### config.mk
export PLATFORM = sky130hd
export DESIGN_NAME = led_frame_sequencer_flat
export DESIGN_NICKNAME = d
export VERILOG_FILES = /design/src/rtl/led_frame_sequencer_if.sv /design/src/rtl/led_frame_sequencer.sv /design/src/flat_wrapper.sv
export SDC_FILE = /design/constraint.sdc
export NUM_CORES = 1
export LEC_CHECK = 0
export ABC_AREA = 1
export BUFFER_PORTS_ARGS = -buffer_cell sky130_fd_sc_hd__buf_2
export CAP_MARGIN = 30
export CORE_AREA = 10 10 146 148
export DETAILED_ROUTE_END_ITERATION = 8
export DIE_AREA = 0 0 156 158
export GPL_ROUTABILITY_DRIVEN = 0
export PLACE_DENSITY_LB_ADDON = 0.15
export RECOVER_POWER = 50
export SLEW_MARGIN = 20
export SYNTH_ARGS = -nofsm -noshare
export SYNTH_HDL_FRONTEND = slang
export SYNTH_SLANG_ARGS = --single-unit
export TNS_END_PERCENT = 100
### constraint.sdc
create_clock -name clk -period 6.75 [get_ports clk]
set_input_delay 0.675 -clock clk [delete_from_list [all_inputs] [get_ports clk]]
set_output_delay 0.675 -clock clk [all_outputs]
set_load 0.03 [all_outputs]
### src/rtl/led_frame_sequencer_if.sv
// led_frame_sequencer_if: frame buffer write bus
// master drives valid/addr/data, slave returns ready; a write lands when valid & ready
interface led_frame_sequencer_if #(
   parameter int NUM_FRAMES = 4
);
   localparam int AW = $clog2(NUM_FRAMES);
   logic          valid;
   logic          ready;
   logic [AW-1:0] addr;
   logic [35:0]   data;
   modport master(output valid, addr, data, input ready);
   modport slave(input valid, addr, data, output ready);
endinterface

### src/rtl/led_frame_sequencer.sv
// led_frame_sequencer: plays buffered 6x6 frames into the LED matrix driver
// ports: clk, rst (async, active high); wr (frame write bus, slave side);
//   start/stop/loop_en playback control; frame_count/hold_ticks latched at start;
//   tick timebase pulse; img/frame_idx displayed frame; busy/frame_strobe/done status
module led_frame_sequencer #(
   parameter int NUM_FRAMES = 4,
   parameter int HOLD_W = 8
) (
   input  logic                          clk,
   input  logic                          rst,
   led_frame_sequencer_if.slave          wr,
   input  logic                          start,
   input  logic                          stop,
   input  logic                          loop_en,
   input  logic [$clog2(NUM_FRAMES):0]   frame_count,
   input  logic [HOLD_W-1:0]             hold_ticks,
   input  logic                          tick,
   output logic [35:0]                   img,
   output logic [$clog2(NUM_FRAMES)-1:0] frame_idx,
   output logic                          busy,
   output logic                          frame_strobe,
   output logic                          done
);
   localparam int AW = $clog2(NUM_FRAMES);
   typedef enum logic [1:0] {IDLE, HOLD, FINISH} state_t;
   state_t state, state_n;
   logic [35:0] frames [NUM_FRAMES];
   logic [35:0] img_n;
   logic [AW-1:0] idx_n;
   logic [AW:0] cnt_q, cnt_n;
   logic [HOLD_W-1:0] hold_q, hold_n, hcnt, hcnt_n;
   logic strobe_n, adv, last, start_ok;
   assign busy = state != IDLE;
   assign done = state == FINISH;
   // the slot on screen cannot be overwritten while it is being held
   assign wr.ready = state != HOLD || wr.addr != frame_idx;
   assign start_ok = start && !stop && frame_count != '0 && frame_count <= (AW+1)'(NUM_FRAMES);
   assign adv = tick && hcnt == hold_q - HOLD_W'(1);
   assign last = {1'b0, frame_idx} == cnt_q - (AW+1)'(1);
   always_comb begin
      state_n = state;
      img_n = img;
      idx_n = frame_idx;
      cnt_n = cnt_q;
      hold_n = hold_q;
      hcnt_n = hcnt;
      strobe_n = 1'b0;
      case (state)
         IDLE: if (start_ok) begin
            state_n = HOLD;
            cnt_n = frame_count;
            hold_n = hold_ticks == '0 ? HOLD_W'(1) : hold_ticks;
            idx_n = '0;
            img_n = frames[0];
            hcnt_n = '0;
            strobe_n = 1'b1;
         end
         HOLD: if (stop) begin
            state_n = IDLE;
            img_n = '0;
            idx_n = '0;
            hcnt_n = '0;
         end else if (adv) begin
            hcnt_n = '0;
            if (!last || loop_en) begin
               idx_n = last ? '0 : frame_idx + AW'(1);
               // registered load reads the pre-write contents of the slot
               img_n = frames[idx_n];
               strobe_n = 1'b1;
            end else begin
               state_n = FINISH;
            end
         end else if (tick) begin
            hcnt_n = hcnt + HOLD_W'(1);
         end
         default: state_n = IDLE;
      endcase
   end
   always_ff @(posedge clk or posedge rst) begin
      if (rst) begin
         state <= IDLE;
         img <= '0;
         frame_idx <= '0;
         cnt_q <= '0;
         hold_q <= '0;
         hcnt <= '0;
         frame_strobe <= 1'b0;
      end else begin
         state <= state_n;
         img <= img_n;
         frame_idx <= idx_n;
         cnt_q <= cnt_n;
         hold_q <= hold_n;
         hcnt <= hcnt_n;
         frame_strobe <= strobe_n;
      end
   end
   always_ff @(posedge clk or posedge rst) begin
      if (rst) begin
         for (int i = 0; i < NUM_FRAMES; i++) frames[i] <= '0;
      end else if (wr.valid && wr.ready) begin
         frames[wr.addr] <= wr.data;
      end
   end
endmodule

### src/flat_wrapper.sv
// flat-port wrapper written by rule: the top's interface ports become plain ports
module led_frame_sequencer_flat 
#(
   parameter int NUM_FRAMES = 4,
   parameter int HOLD_W = 8
)
  (clk, rst, start, stop, loop_en, frame_count, hold_ticks, tick, img, frame_idx, busy, frame_strobe, done, wr_valid, wr_addr, wr_data, wr_ready);
  led_frame_sequencer_if #(.NUM_FRAMES(NUM_FRAMES)) wr_i ();
  input  logic clk;
  input  logic rst;
  input  logic start;
  input  logic stop;
  input  logic loop_en;
  input  logic [$clog2(NUM_FRAMES):0] frame_count;
  input  logic [HOLD_W-1:0] hold_ticks;
  input  logic tick;
  output logic [35:0] img;
  output logic [$clog2(NUM_FRAMES)-1:0] frame_idx;
  output logic busy;
  output logic frame_strobe;
  output logic done;
  input wire logic [$bits(wr_i.valid)-1:0] wr_valid;
  input wire logic [$bits(wr_i.addr)-1:0] wr_addr;
  input wire logic [$bits(wr_i.data)-1:0] wr_data;
  output wire logic [$bits(wr_i.ready)-1:0] wr_ready;
  assign wr_i.valid = wr_valid;
  assign wr_i.addr = wr_addr;
  assign wr_i.data = wr_data;
  assign wr_ready = wr_i.ready;
  led_frame_sequencer #(.NUM_FRAMES(NUM_FRAMES), .HOLD_W(HOLD_W)) u_core (.clk(clk), .rst(rst), .wr(wr_i), .start(start), .stop(stop), .loop_en(loop_en), .frame_count(frame_count), .hold_ticks(hold_ticks), .tick(tick), .img(img), .frame_idx(frame_idx), .busy(busy), .frame_strobe(frame_strobe), .done(done));
endmodule
==> summary.txt <==
STA
  – # setup viols final: 0
  – Worst-margin pin slew: 2.26 ns
  – Final worst path period need: 4.57 ns
  – Final hold vios: 0
  – RSZ-0062 raised after global routing: false
  – Fin. max-slew vios: 84
  – Clock skew: 0.0173 ns
  – Period utilization: 0.678
  – Rel. slew slack: -0.507
  – Fmax: 0.219 GHz
  – TNS Setup: 0 ns

GRT
  – First-pass GRT wire length: 42800 um
  – Largest net degree at the start of global routing: 125
  – Initial antenna violation count: 0
  – Grt total ovfl: 0
  – Via count of the first global-routing pass: 8299
  – GRT Overall Usage: 0.209

Synth
  – Top FF cell, synth: dfrtp_1
  – Top cell type's share of synthesized area: 0.515
  – Flops & latches, synth: 204
  – Most frequent cell after synthesis: nand2_1
  – Synth Cell Area: 9920 um^2
  – YS warnings: 0
  – Synth cell count leaders: nand2_1 (431), nand3_1 (234), dfrtp_1 (204), o21ai_0 (119), inv_1 (60)
  – Ys async rst share: 1.00
  – Cells after synthesis: 1240
  – Synth top area cells: dfrtp_1 (51%), nand2_1 (16%), nand3_1 (12%), o21ai_0 (6.0%), o21a_1 (2.7%)
  – Post-synth EDFFs: 0
  – Syn_area_per_cell: 8.00 um^2
  – Area leader, netlist: dfrtp_1
  – Seq/Total Area, Yosys: 0.515
  – Mapped Nets: 1299
  – Synth unique cells: 31

Route
  – Drt wl/cell: 16.7 um
  – DRT iter0 DRCs: 733
  – Remaining DRCs: 0
  – Detailed Route WL: 25700 um
  – DRT Pass-1 Iters: 5
  – Detailed-route via count: 8535
  – Detail Route Antenna Nets: 0
  – Vias per cell: 5.53

Placed design
  – Port Buf Inserts: 97
  – HPWL Detailed: 15400 um
  – Area after DPL: 10500 um^2

Clock tree
  – # hold bufs at CTS: 0
  – # Post-CTS Setup Buffers: 0
  – CTS tree: built
  – CTS Sinks: 204
  – Max H-tree Level: 1
  – Total CTS buffers: 23
  – Post_cts resized: 0
  – Clk slew on worst S/H paths: 0.06 ns
  – Longest Clk Path Bufs: 3
  – Skew-Pair Late Insertion Delay: 0.52 ns
  – Root buf cell: clkbuf_16

Layout
  – Area taken by multi-input logic gates: 4180 um^2
  – Layout cells sized above 1: 0.0970
  – Reg area: 5100 um^2
  – Fillers: 1673
  – Final design area excluding fillers: 11200 um^2
  – Diode count: 0
  – Nets: 1355
  – Area growth, synth to finish: 12.8%

Die
  – Die width: 156 um
  – Core Footprint: 18500 um^2
  – Row cnt: 50
  – Die Y: 158 um
  – Die ar.: 24600 um^2
  – I/O pin count: 98
  – Starting Density: 0.537

Outcome
  – Failing checks: max-capacitance violations, max-slew violations
  – Outcome: complete, but fails checks

Worst setup path
  – Crit path top cell by count: clkbuf_1
  – Signal arrival time at the worst endpoint: 4.74 ns
  – Req. time, crit path: 6.91 ns
  – Crit. path cell count: 4
  – Reg2reg end: u_core.img[22]$_DFFE_PP0P_
  – Top cell family by delay on the critical path: buffers and inverters
  – Worst path slowest cell: clkbuf_1
  – Startpoint types: input pin
  – Worst Setup EP: u_core.frames[35]$_DFFE_PP0P_
  – Worst-path cell chain: clkbuf_1 -> inv_8 -> clkbuf_1 -> clkbuf_1
  – Crit path launch: rst
  – Setup Crit Path Kind: input pin to asynchronous set/reset pin
  – Worst setup EP type: asynchronous set/reset pin
  – Worst Reg-to-Reg Cells: 12
  – Worst Path Max Fanout: 124
  – Crit path largest cell delay: 1.71 ns
  – Reg-to-reg slack, setup: 2.81 ns
  – RR Startpoint: u_core.frame_idx[0]$_DFFE_PP0P_
  – Buf/Inv on CP: 4

Pwr
  – Pwr dens: 429 nW/um^2
  – Max IR drop VDD: 0.000209 V
  – Static Leak: 5.50 nW

Worst hold path
  – HP Class: input pin to asynchronous set/reset pin

Job
  – Max-Cap Viols: 2
## state kept, by name, summed over array words and instances, names as in the netlist
register and cells:
u_core.frame_idx 2, u_core.img 36, u_core.cnt_q 3, u_core.state 2, u_core.frame_strobe 1, u_core.hold_q 8
u_core.frames 144, u_core.hcnt 8
## worst register-to-register path: stages, from the launching register on
cell	delay [ns]
dfrtp_1	0.42
inv_2	0.06
buf_4	0.69
nand2_1	0.11
nand2_1	0.13
nand3_2	0.54
nor2_1	0.28
nand2_1	0.10
nand3_1	0.09
inv_2	0.34
nand2_2	0.87
nand2_1	0.15
nand2_1	0.12
## final cells by class
class	instances	share of cell area
multi-input combinational	892	0.373
tap	234	0.0262
timing repair buffer	110	0.0548
inverter	65	0.0225
sequential	204	0.456
clock inverter	4	0.00537
clock buffer	34	0.0614
## layout by cell type, fill, tap and decap left out, types with 5 or more instances in the layout
| cell | n |
|---|---|
| nand2_1 | 430 |
| nand3_1 | 234 |
| dfrtp_1 | 204 |
| o21ai_0 | 119 |
| inv_1 | 59 |
| buf_2 | 58 |
| clkbuf_1 | 46 |
| o21a_1 | 36 |
| nor2_1 | 26 |
| clkbuf_16 | 23 |
| a21oi_1 | 7 |
| xor2_1 | 7 |
| clkbuf_8 | 7 |
| inv_2 | 5 |
## metal layers
layer	routed length, um	track usage
met1	11700	0.289
met2	12000	0.340
met3	1630	0.0364
met4	397	0.0423
met5	0	0
## stage by stage
| stage | util | worst slack [ns] | power, mW | std cells | hold slack, ns |
|---|---|---|---|---|---|
| after floorplan | - | 0.508 | 3.14 | 1240 | 0.453 |
| after global placement | 0.561 | 2.59 | 3.53 | 1497 | 0.460 |
| after detailed placement | 0.569 | 2.84 | 3.60 | 1504 | 0.460 |
| after CTS | 0.610 | 2.82 | 4.85 | 1542 | 0.379 |
| after global routing | 0.606 | 1.32 | 5.14 | 1543 | 0.390 |
| final | 0.606 | 2.18 | 4.80 | 1543 | 0.354 |
## where the power goes
part	leakage (nW)	switching (mW)	total, mW	internal (mW)
Sequential	2.52	0.235	1.80	1.56
Clock	0.370	0.496	1.24	0.740
Combinational	2.61	1.21	1.77	0.555
Total	5.50	1.95	4.80	2.86
## cells by family (layout without fill, tap and decap cells)
family / Yosys count / in the layout / synth area share
compound gates: 165 / 165 / 0.0951
xor+xnor: 11 / 11 / 0.00972
fa+ha+maj: 3 / 3 / 0.00379
buf+inv: 144 / 213 / 0.0679
flops: 204 / 204 / 0.515
simple gates: 713 / 713 / 0.309
## how the worst min path moves through the flow
stage	from	end	slack, ns	cells after the start
CTS	rst	u_core.frames[122]$_DFFE_PP0P_	0.38	2
global placement	u_core.img[1]$_DFFE_PP0P_	u_core.img[1]$_DFFE_PP0P_	0.46	2
detailed placement	u_core.img[31]$_DFFE_PP0P_	u_core.img[31]$_DFFE_PP0P_	0.46	2
finish	rst	u_core.hcnt[2]$_DFFE_PP0P_	0.35	2
global route	hold_ticks[5]	u_core.hold_q[5]$_DFFE_PP0P_	0.39	3
floorplan	u_core.frames[36]$_DFFE_PP0P_	u_core.frames[36]$_DFFE_PP0P_	0.45	2
No activity file was read; power rests on OpenSTA's default activity.
